**config.mk**
```make
export PLATFORM = sky130hd
export DESIGN_NAME = alu_muldiv
export DESIGN_NICKNAME = d
export VERILOG_FILES = /design/src/rtl/alu_pkg.sv /design/src/rtl/add_suber.sv /design/src/rtl/muldiv_core.sv /design/src/rtl/shifter.sv /design/src/rtl/alu_muldiv.sv
export SDC_FILE = /design/constraint.sdc
export NUM_CORES = 2
export LEC_CHECK = 0
export CORE_MARGIN = 4
export CORE_UTILIZATION = 30
export DETAILED_ROUTE_END_ITERATION = 8
export GPL_TIMING_DRIVEN = 0
export SYNTH_ARGS = -nofsm -noshare
export SYNTH_HDL_FRONTEND = slang
export SYNTH_SLANG_ARGS = --single-unit
```
**constraint.sdc**
```tcl
create_clock -name clk -period 4.9 [get_ports clk]
set_input_delay 0.735 -clock clk [delete_from_list [all_inputs] [get_ports clk]]
set_output_delay 0.735 -clock clk [all_outputs]
set_load 0.005 [all_outputs]
```
**src/rtl/alu_pkg.sv**
```systemverilog
// Shared definitions for the ALU / RV32M block: op encodings, FSM states, defaults.
package alu_pkg;

  localparam int DATA_W_DEF = 32;

  // op = {m_ext, alt, funct3}
  localparam logic [4:0] OP_ADD    = 5'b0_0_000;
  localparam logic [4:0] OP_SUB    = 5'b0_1_000;
  localparam logic [4:0] OP_SLL    = 5'b0_0_001;
  localparam logic [4:0] OP_SLT    = 5'b0_0_010;
  localparam logic [4:0] OP_SLTU   = 5'b0_0_011;
  localparam logic [4:0] OP_XOR    = 5'b0_0_100;
  localparam logic [4:0] OP_SRL    = 5'b0_0_101;
  localparam logic [4:0] OP_SRA    = 5'b0_1_101;
  localparam logic [4:0] OP_OR     = 5'b0_0_110;
  localparam logic [4:0] OP_AND    = 5'b0_0_111;
  localparam logic [4:0] OP_MUL    = 5'b1_0_000;
  localparam logic [4:0] OP_MULH   = 5'b1_0_001;
  localparam logic [4:0] OP_MULHSU = 5'b1_0_010;
  localparam logic [4:0] OP_MULHU  = 5'b1_0_011;
  localparam logic [4:0] OP_DIV    = 5'b1_0_100;
  localparam logic [4:0] OP_DIVU   = 5'b1_0_101;
  localparam logic [4:0] OP_REM    = 5'b1_0_110;
  localparam logic [4:0] OP_REMU   = 5'b1_0_111;

  // funct3 views, used where m_ext/alt are already resolved
  localparam logic [2:0] F3_MUL    = OP_MUL[2:0];
  localparam logic [2:0] F3_MULH   = OP_MULH[2:0];
  localparam logic [2:0] F3_MULHSU = OP_MULHSU[2:0];
  localparam logic [2:0] F3_MULHU  = OP_MULHU[2:0];
  localparam logic [2:0] F3_DIV    = OP_DIV[2:0];
  localparam logic [2:0] F3_DIVU   = OP_DIVU[2:0];
  localparam logic [2:0] F3_REM    = OP_REM[2:0];
  localparam logic [2:0] F3_REMU   = OP_REMU[2:0];

  typedef enum logic [2:0] {
    S_IDLE = 3'd0,
    S_MUL  = 3'd1,
    S_DIV  = 3'd2,
    S_FIX  = 3'd3,
    S_DONE = 3'd4
  } state_t;

endpackage

```
**src/rtl/add_suber.sv**
```systemverilog
// Adder/subtractor with two's-complement signed overflow detect.
module add_suber #(
  parameter int W = 32
) (
  input  logic [W-1:0] a_i,
  input  logic [W-1:0] b_i,
  input  logic         sub_i,
  output logic [W-1:0] sum_o,
  output logic         ovf_o
);

  logic [W-1:0] b_eff;

  assign b_eff = sub_i ? ~b_i : b_i;
  assign sum_o = a_i + b_eff + W'(sub_i);
  // overflow: same-sign effective operands produce a result of the other sign
  assign ovf_o = (a_i[W-1] == b_eff[W-1]) && (sum_o[W-1] != a_i[W-1]);

endmodule

```
**src/rtl/muldiv_core.sv**
```systemverilog
// Iterative RV32M engine: shift-add multiply / restoring divide on magnitudes,
// one bit per cycle, with sign correction and edge cases resolved in FIX.
module muldiv_core
  import alu_pkg::*;
#(
  parameter int DATA_W = DATA_W_DEF
) (
  input  logic              clk,
  input  logic              rst_n,
  input  logic              start_i,
  input  logic              busy_i,
  input  logic [2:0]        f3_i,
  input  logic [DATA_W-1:0] a_i,
  input  logic [DATA_W-1:0] b_i,
  output logic              last_o,
  output logic [DATA_W-1:0] res_o,
  output logic              ovf_o
);

  localparam int CNT_W = $clog2(DATA_W);
  localparam logic [CNT_W-1:0]  CNT_LAST = CNT_W'(DATA_W - 1);
  localparam logic [DATA_W-1:0] MIN_VAL  = {1'b1, {(DATA_W-1){1'b0}}};

  logic [2:0]          f3_q;
  logic [DATA_W-1:0]   a_q, mb_q, quo_q, rem_q;
  logic [2*DATA_W-1:0] prod_q;
  logic [CNT_W-1:0]    cnt_q;
  logic                neg_res_q, neg_rem_q, dz_q, ovf_q;

  // operand sign handling at accept
  logic              sgn_a, sgn_b, a_neg, b_neg;
  logic [DATA_W-1:0] ma_d, mb_d;

  assign sgn_a = (f3_i == F3_MULH) || (f3_i == F3_MULHSU) || (f3_i == F3_DIV) || (f3_i == F3_REM);
  assign sgn_b = (f3_i == F3_MULH) || (f3_i == F3_DIV) || (f3_i == F3_REM);
  assign a_neg = sgn_a & a_i[DATA_W-1];
  assign b_neg = sgn_b & b_i[DATA_W-1];
  assign ma_d  = a_neg ? -a_i : a_i;
  assign mb_d  = b_neg ? -b_i : b_i;

  // one multiply step: conditional add into the upper half, then shift right
  logic [DATA_W:0] madd;
  assign madd = {1'b0, prod_q[2*DATA_W-1:DATA_W]} + (prod_q[0] ? {1'b0, mb_q} : '0);

  // one divide step: the shifted partial remainder is DATA_W+1 bits; borrow out means "doesn't fit"
  logic [DATA_W:0] rsh, rdiff;
  assign rsh   = {rem_q, quo_q[DATA_W-1]};
  assign rdiff = rsh - {1'b0, mb_q};

  // capture magnitudes on start, then iterate while the FSM is in MUL/DIV
  always_ff @(posedge clk) begin
    if (!rst_n) begin
      f3_q <= '0; a_q <= '0; mb_q <= '0; quo_q <= '0; rem_q <= '0; prod_q <= '0;
      cnt_q <= '0; neg_res_q <= 1'b0; neg_rem_q <= 1'b0; dz_q <= 1'b0; ovf_q <= 1'b0;
    end else if (start_i) begin
      f3_q      <= f3_i;
      a_q       <= a_i;
      mb_q      <= mb_d;
      prod_q    <= {{DATA_W{1'b0}}, ma_d};
      quo_q     <= ma_d;
      rem_q     <= '0;
      cnt_q     <= '0;
      neg_res_q <= a_neg ^ b_neg;
      neg_rem_q <= a_neg;
      dz_q      <= (b_i == '0);
      ovf_q     <= ((f3_i == F3_DIV) || (f3_i == F3_REM)) && (a_i == MIN_VAL) && (b_i == '1);
    end else if (busy_i) begin
      cnt_q <= cnt_q + 1'b1;
      if (f3_q[2]) begin
        quo_q <= {quo_q[DATA_W-2:0], ~rdiff[DATA_W]};
        rem_q <= rdiff[DATA_W] ? rsh[DATA_W-1:0] : rdiff[DATA_W-1:0];
      end else begin
        prod_q <= {madd, prod_q[DATA_W-1:1]};
      end
    end
  end

  assign last_o = (cnt_q == CNT_LAST);
  assign ovf_o  = ovf_q;

  // FIX: sign correction and divide-by-zero substitution. MIN/-1 needs no
  // special result: |MIN|/1 negated wraps back to MIN with remainder 0.
  logic [2*DATA_W-1:0] prod_fix;
  logic [DATA_W-1:0]   quo_fix, rem_fix;
  assign prod_fix = neg_res_q ? -prod_q : prod_q;
  assign quo_fix  = neg_res_q ? -quo_q  : quo_q;
  assign rem_fix  = neg_rem_q ? -rem_q  : rem_q;

  // result select by funct3
  always_comb begin
    res_o = '0;
    case (f3_q)
      F3_MUL:                       res_o = prod_fix[DATA_W-1:0];
      F3_MULH, F3_MULHSU, F3_MULHU: res_o = prod_fix[2*DATA_W-1:DATA_W];
      F3_DIV, F3_DIVU:              res_o = dz_q ? '1 : quo_fix;
      default:                      res_o = dz_q ? a_q : rem_fix;
    endcase
  end

endmodule

```
**src/rtl/shifter.sv**
```systemverilog
// Barrel shifter: logical left, logical right or arithmetic right.
module shifter #(
  parameter int W       = 32,
  parameter int SHAMT_W = $clog2(W)
) (
  input  logic [W-1:0]       d_i,
  input  logic [SHAMT_W-1:0] shamt_i,
  input  logic               right_i,
  input  logic               arith_i,
  output logic [W-1:0]       q_o
);

  // select shift direction / fill
  always_comb begin
    if (!right_i)     q_o = d_i << shamt_i;
    else if (arith_i) q_o = W'($signed(d_i) >>> shamt_i);
    else              q_o = d_i >> shamt_i;
  end

endmodule

```
**src/rtl/alu_muldiv.sv**
```systemverilog
// Handshaked integer ALU: single-cycle base ops, iterative RV32M ops,
// result held in an output register until the consumer takes it.
module alu_muldiv
  import alu_pkg::*;
#(
  parameter int DATA_W  = DATA_W_DEF,
  parameter int SHAMT_W = $clog2(DATA_W)
) (
  input  logic              clk,
  input  logic              rst_n,
  input  logic              in_valid,
  output logic              in_ready,
  input  logic [4:0]        op,
  input  logic [DATA_W-1:0] a,
  input  logic [DATA_W-1:0] b,
  output logic              out_valid,
  input  logic              out_ready,
  output logic [DATA_W-1:0] result,
  output logic              zero,
  output logic              overflow
);

  state_t state_q, state_d;
  logic   accept, m_ext, alt, busy, core_last, core_ovf;
  logic [2:0] f3;
  logic [DATA_W-1:0] result_q, base_res, as_sum, sh_out, core_res;
  logic zero_q, overflow_q, as_ovf, base_ovf;

  assign m_ext  = op[4];
  assign alt    = op[3];
  assign f3     = op[2:0];
  assign accept = in_valid & in_ready;

  add_suber #(.W(DATA_W)) u_add (
    .a_i(a), .b_i(b), .sub_i(alt), .sum_o(as_sum), .ovf_o(as_ovf)
  );

  shifter #(.W(DATA_W), .SHAMT_W(SHAMT_W)) u_shf (
    .d_i(a), .shamt_i(b[SHAMT_W-1:0]), .right_i(f3 == 3'b101), .arith_i(alt), .q_o(sh_out)
  );

  muldiv_core #(.DATA_W(DATA_W)) u_md (
    .clk(clk), .rst_n(rst_n), .start_i(accept & m_ext), .busy_i(busy), .f3_i(f3),
    .a_i(a), .b_i(b), .last_o(core_last), .res_o(core_res), .ovf_o(core_ovf)
  );

  // base op result straight from the request inputs; alt is only legal on ADD/SRL
  always_comb begin
    base_res = '0;
    base_ovf = 1'b0;
    case (f3)
      3'b000: begin base_res = as_sum; base_ovf = as_ovf; end
      3'b001: base_res = sh_out;
      3'b010: base_res = {{(DATA_W-1){1'b0}}, $signed(a) < $signed(b)};
      3'b011: base_res = {{(DATA_W-1){1'b0}}, a < b};
      3'b100: base_res = a ^ b;
      3'b101: base_res = sh_out;
      3'b110: base_res = a | b;
      default: base_res = a & b;
    endcase
    if (alt && (f3 != 3'b000) && (f3 != 3'b101)) base_res = '0;
  end

  // state register
  always_ff @(posedge clk) begin
    if (!rst_n) state_q <= S_IDLE;
    else        state_q <= state_d;
  end

  // next-state
  always_comb begin
    state_d = state_q;
    case (state_q)
      S_IDLE: if (accept) state_d = m_ext ? (f3[2] ? S_DIV : S_MUL) : S_DONE;
      S_MUL,
      S_DIV:  if (core_last) state_d = S_FIX;
      S_FIX:  state_d = S_DONE;
      S_DONE: if (out_ready) state_d = S_IDLE;
      default: state_d = S_IDLE;
    endcase
  end

  // state-decoded outputs
  always_comb begin
    in_ready  = (state_q == S_IDLE);
    out_valid = (state_q == S_DONE);
    busy      = (state_q == S_MUL) || (state_q == S_DIV);
  end

  // output register: base ops load at accept, M ops load in FIX
  always_ff @(posedge clk) begin
    if (!rst_n) begin
      result_q   <= '0;
      zero_q     <= 1'b0;
      overflow_q <= 1'b0;
    end else if (accept) begin
      zero_q <= (a == b);
      if (!m_ext) begin
        result_q   <= base_res;
        overflow_q <= base_ovf;
      end
    end else if (state_q == S_FIX) begin
      result_q   <= core_res;
      overflow_q <= core_ovf;
    end
  end

  assign result   = result_q;
  assign zero     = zero_q;
  assign overflow = overflow_q;

endmodule

```
# Yosys cells after proc, flatten, opt, wreduce, memory -nomap -nowiden
# Index checks and enable logic that the tools add are counted.
totals:
  out_inout_bits: 36
  word_cells: 135
  reg_bits: 241
  inputBits: 73
op_classes:
  bitwise: 12
  shift: 3
  addsub: 10
  n_lt_le_gt_ge: 2
  reduce_logical: 31
  eq_ne: 27
  muxes: 34
ops:
  columns: ["cell", "count"]
  rows:
  - ["32-bit 2-to-1 mux", 21]
  - ["32-bit case mux with 6 select lines", 1]
  - ["32-bit negator", 4]
  - ["32-bit case mux with 3 select lines", 1]
  - ["32-bit equality test, second input constant", 2]
  - ["32-bit less-than comparator", 2]
  - ["64-bit 2-to-1 mux", 1]
  - ["64-bit negator", 1]
  - ["32-bit by 32-bit adder with 33-bit output", 1]
  - ["33-bit by 32-bit subtractor with 33-bit output", 1]
  - ["32-bit by 1-bit adder with 32-bit output", 1]
  - ["32-bit adder", 1]
  - ["32-bit AND", 1]
  - ["32-bit equality test", 1]
  - ["32-bit zero test", 1]
  - ["32-bit inverter", 1]
  - ["32-bit OR", 1]
  - ["32-bit by 5-bit << shifter with 32-bit output", 1]
  - ["32-bit by 5-bit >> shifter with 32-bit output", 1]
  - ["32-bit by 5-bit >>> shifter with 32-bit output", 1]
  - ["32-bit XOR", 1]
  - ["3-bit by 2-bit equality test with 1-bit output, second input constant", 6]
  - ["3-bit equality test, second input constant", 6]
  - ["3-bit 2-to-1 mux", 4]
  - ["other kinds (23)", 57]

# Logic depth before layout (Yosys ltp)
depth:
  depth_word: 9
  ltp_mapped: 17
  depth_no_buf: 14

# Hierarchy
# Synthesis repeated with hierarchy kept, for this count alone.
unflattened:
  hier_cells: 3690
  area_unflattened_um2: 27248.6
by_module_without_submodules:
  columns: ["mod", "instances", "area_each_um2", "seq_area_each_um2", "cells_per_inst"]
  rows:
  - ["muldiv_core", 1, 16445.8, 4083.9, 2225]
  - ["alu_muldiv", 1, 4631.9, 740.7, 653]
  - ["shifter", 1, 4080.2, 0.0, 513]
  - ["add_suber", 1, 2090.8, 0.0, 299]

# Worst setup path after synthesis
# OpenSTA, ideal clock, no wires.
synth_path:
  path_type: "input port to flip-flop"
  start: "input b[1]"
  end: "register result_q[30] (netlist: result[30])"
  setup_slack_ps: 535
  t_required_ps: 4778
  arrival_ps: 4244
  cell_stages: 17
  path_buffers: 4
  setup_time_ps: 122
  path_cell_list: "buf_2 > buf_1 > clkbuf_1 > buf_1 > xor2_1 > inv_1 > fa_1 > nor2b_1 > o2111ai_1 > nand3_1 > a31oi_1 > o311ai_0 > nand3_1 > a41oi_1 > xor2_1 > a221oi_1 > nor2_1"
synth_between:
  elab_chain_cells: 8
  elab_cells_between_ends: 13
  cone_classes: "add/sub: 2; shift: 3; mux: 7; bitwise: 1"
synth_lines:
  columns: ["item", "line_no", "source"]
  rows:
  - ["start: declaration", "alu_muldiv.sv:15", "input logic [DATA_W-1:0] b,"]
  - ["32-bit inverter", "add_suber.sv:14", "assign b_eff = sub_i ? ~b_i : b_i;"]
  - ["32-bit 2-to-1 mux", "add_suber.sv:14", null]
  - ["32-bit adder", "add_suber.sv:15", "assign sum_o = a_i + b_eff + W'(sub_i);"]
  - ["32-bit by 1-bit adder with 32-bit output", "add_suber.sv:15", null]
  - ["32-bit case mux with 6 select lines *", "alu_muldiv.sv:51", "case (f3)"]
  - ["32-bit 2-to-1 mux *", "alu_muldiv.sv:61", "if (alt && (f3 != 3'b000) && (f3 != 3'b101)) base_res = '0;"]
  - ["32-bit 2-to-1 mux *", "alu_muldiv.sv:98", "if (!m_ext) begin"]
  - ["32-bit 2-to-1 mux *", "alu_muldiv.sv:96", "end else if (accept) begin"]
  - ["end signal: assignment", "alu_muldiv.sv:99", "result_q <= base_res;"]
  - ["end signal: assignment", "alu_muldiv.sv:103", "result_q <= core_res;"]
  - ["end: declaration", "alu_muldiv.sv:26", "logic [DATA_W-1:0] result_q, base_res, as_sum, sh_out, core_res;"]
# Mark *: on every way between the ends. The rest lies on a longest branch, timed or not. The select of a mux whose other input is x is not followed.
# A chain may end at the register's enable or synchronous reset.

# Final worst setup path
layout_path:
  start: "input b[0]"
  end: "register result_q[24] (netlist: result[24])"
# Same word-level chain as after synthesis.

==> out/qor.csv <==
stage,metric,value,unit
die,coreArea,0.0868,sq mm
detailed_routing,firstDrtPassIters,6,
placement,io_buffers,106,
worst_setup_path,arrival,5.42,ns
synth,syn_area,0.0262,sq mm
global_route,grt_max_degree,16,
die,die_x,304,microns
clock_tree,clk_latency,0.61,ns
synth,synth-edff-count,0,
timing,setup_ws,-0.0769,ns
placement,gp_congestion,1.12,
die,ios,109,
die,fp.dieH,304,microns
detailed_routing,vias,31113,
clock_tree,path_clk_slew,0.06,ns
worst_setup_path,worst_path_most_repeated_cell,o21ai_0,
timing,holdWs,0.472,ns
timing,min_period_over_period,102,%
run,max_cap_violations,0,
clock_tree,cts_buffers,30,
worst_setup_path,start_kind,input pin,
layout,nFillCells,9453,
clock_tree,htreeDepth,1,
worst_setup_path,crit_path_max_incr_delay,0.66,ns
synth,synth_nets,3916,
timing,relSlewSlack,12.6,%
timing,fin_crit,4.98,ns
timing,rsz0062_at_grt,true,
run_status,status,finished with violations,
timing,tightest_slew,1.31,ns
layout,syn_to_final_growth,14.5,%
clock_tree,cts_sinks,241,
detailed_routing,wl,155000,microns
die,dieArea,0.0922,sq mm
clock_tree,root_buffer,clkbuf_16,
die,fp-row-count,108,
global_route,antenna_found_initial,4,
hold_path,hp-class,flop to flop,
layout,mostFrequentLayoutCells,"nand2_1, o21ai_0, a21oi_1",
power,power_density,305,mW/mm^2
worst_setup_path,critPathKind,input pin to flop,
timing,setup_viol,8,
detailed_routing,wl_met1,65000,microns
timing,maxSlewViolCount,0,
worst_setup_path,path_max_fanout,10,
power,fin_total_pwr,9.15,mW
global_route,grt_util_all_layers,31.6,%
detailed_routing,drc,0,
power,peakVddDrop,0.337,mV
detailed_routing,wl_met2,61000,microns
detailed_routing,wl_met3,18600,microns
detailed_routing,post_drt_wl_per_cell,31.2,microns
detailed_routing,top_layer_used,met5,
timing,fin_skew,0.0350,ns
power,p_leak,11.2,nW
detailed_routing,ant_nets,0,
timing,tns,-0.294,ns
worst_setup_path,crit_chain,clkdlybuf4s50_1 -> buf_2 -> buf_2 -> buf_2 -> mux4_2 -> nand2_1 -> o21ai_0 -> o21ai_0 -> o21ai_0 -> a221oi_2 -> o21ai_0 -> a221oi_1 -> a21oi_1,
placement,dp_hpwl,125000,microns
synth,ys_ff_latch,241,
synth,yosys_warnings,0,
detailed_routing,drt_iter0_drc,4575,
synth,synth-seq-area-share,18.4,%
layout,drive_above_1_share,5.57,%
synth,async_flop_share,0,%
clock_tree,cts-hold-fix-buffers,0,
worst_setup_path,critPathCaptureType,flop,
layout,finalNetCount,4056,
synth,ys.flop_type,dfxtp_1,
worst_setup_path,slowest_stage,clkdlybuf4s50_1,
synth,syn_avg_cell_area,7.20,sq um
die,start_util,30.2,%
global_route,grt_pass1_vias,28165,
timing,hold_violations,0,
synth,synth.distinct_cells,89,
clock_tree,cts_tree,built,
detailed_routing,vias_per_cell,6.27,
run_status,violations,negative setup slack,
global_route,grt_overflow,0,
clock_tree,cts.path.max_buffers,3,
worst_setup_path,required,5.34,ns
layout,layout_commonest_cell,nand2_1,
synth,postSynthCellCount,3641,
timing,fmax,0.201,GHz
global_route,grt_pass1_wl,214000,microns
placement,preCtsSetupSlack,-2.22,ns
[cells in the mapped netlist (26+ instances only)]
library cell / instances / share of area (%)
nand2_1: 490 / 7.0
o21ai_0: 331 / 6.3
a21oi_1: 328 / 6.3
nor2_1: 276 / 3.9
dfxtp_1: 241 / 18
clkbuf_1: 218 / 3.1
ha_1: 199 / 9.5
xnor2_1: 170 / 5.7
inv_1: 147 / 2.1
xor2_1: 106 / 3.5
mux2i_1: 89 / 3.4
a31oi_1: 64 / 1.5
a211oi_1: 63 / 1.8
nor3_1: 61 / 1.2
nand3_1: 57 / 1.1
a21o_1: 55 / 1.6
o31ai_1: 52 / 1.5
o211ai_1: 39 / 1.1
a22oi_1: 35 / 1.0
nand4_1: 35 / 0.83
mux4_2: 34 / 2.9
nor4_1: 33 / 0.79
nand2b_1: 30 / 0.72
buf_1: 29 / 0.41
a221oi_1: 27 / 0.90
o41ai_1: 27 / 0.90
o221ai_1: 26 / 0.87
[critical path, delay by kind of cell]
kind / cells / cell delay (ns)
AO/OA/AOI/OAI: 7 / 2.15
buffers and inverters: 4 / 1.82
multiplexers: 1 / 0.61
AND/OR/NAND/NOR: 1 / 0.09
[what timing repair did]
item,CTS,global route
buffers inserted,0,4
endpoints found under the setup margin,39,18
gates cloned,0,0
pin swaps,0,2
gates resized for setup,50,26
[per-stage QoR]
step,std cells,cell area [sq um],utilization (%)
after floorplan,3641,26200,-
after global placement,4902,28700,33.1
after detailed placement,4902,28700,33.1
after CTS,4956,29900,34.5
after global routing,4959,30000,34.6
final,4961,30000,34.6
[power by group]
group	switching [mW]	internal, mW
Combinational	2.99	1.37
Clock	1.01	1.44
Sequential	0.216	2.13
Total	4.21	4.94
[area by class of cell]
type | instances | area, sq um | area share (%)
multi-input cells | 2986 | 20000 | 66.5
flip-flops and latches | 241 | 4820 | 16.1
well taps | 1155 | 1450 | 4.81
repair buffers | 110 | 1090 | 3.62
plain buffers | 261 | 1070 | 3.58
clock buffers | 36 | 803 | 2.68
inverters | 151 | 571 | 1.90
clock inverters | 19 | 260 | 0.867
diodes | 2 | 5.00 | 0.0167
[sequential cells by signal, indices dropped and copies added, names as in the netlist, 3 cells and up]
register	count
result	32
state_q	3
u_md.a_q	32
u_md.cnt_q	5
u_md.f3_q	3
u_md.mb_q	32
u_md.prod_q	64
u_md.quo_q	32
u_md.rem_q	32
[cell families (layout without fill, tap and decap cells)]
kind of cell	Yosys count	in the layout	share of synthesized area [%]
compound gates	1230	1230	29.7
other cells	0	2	0
simple gates	1139	1139	19.8
flops	241	241	18.4
fa+ha+maj	202	202	9.72
xor+xnor	277	277	9.32
buf+inv	414	577	6.03
mux	138	138	6.96
[final timing paths]
kind | startpoint | endpoint | slack (ns) | cells past startpoint
setup / recovery | b[0] | result[24]$_SDFFE_PN0P_ | -0.08 | 13
hold / removal | u_md.a_q[16]$_SDFFE_PN0P_ | u_md.a_q[16]$_SDFFE_PN0P_ | 0.47 | 2
setup reg to reg | u_md.prod_q[0]$_SDFFE_PN0P_ | result[26]$_SDFFE_PN0P_ | 0.18 | 13
hold reg to reg | u_md.a_q[16]$_SDFFE_PN0P_ | u_md.a_q[16]$_SDFFE_PN0P_ | 0.47 | 2
[metal layers]
metal	up-vias	track usage, %
met4	6	16.3
li1	13558	-
met1	15050	43.7
met5	-	0
met3	399	8.94
met2	2100	44.5
(Power assumes the default switching activity.)
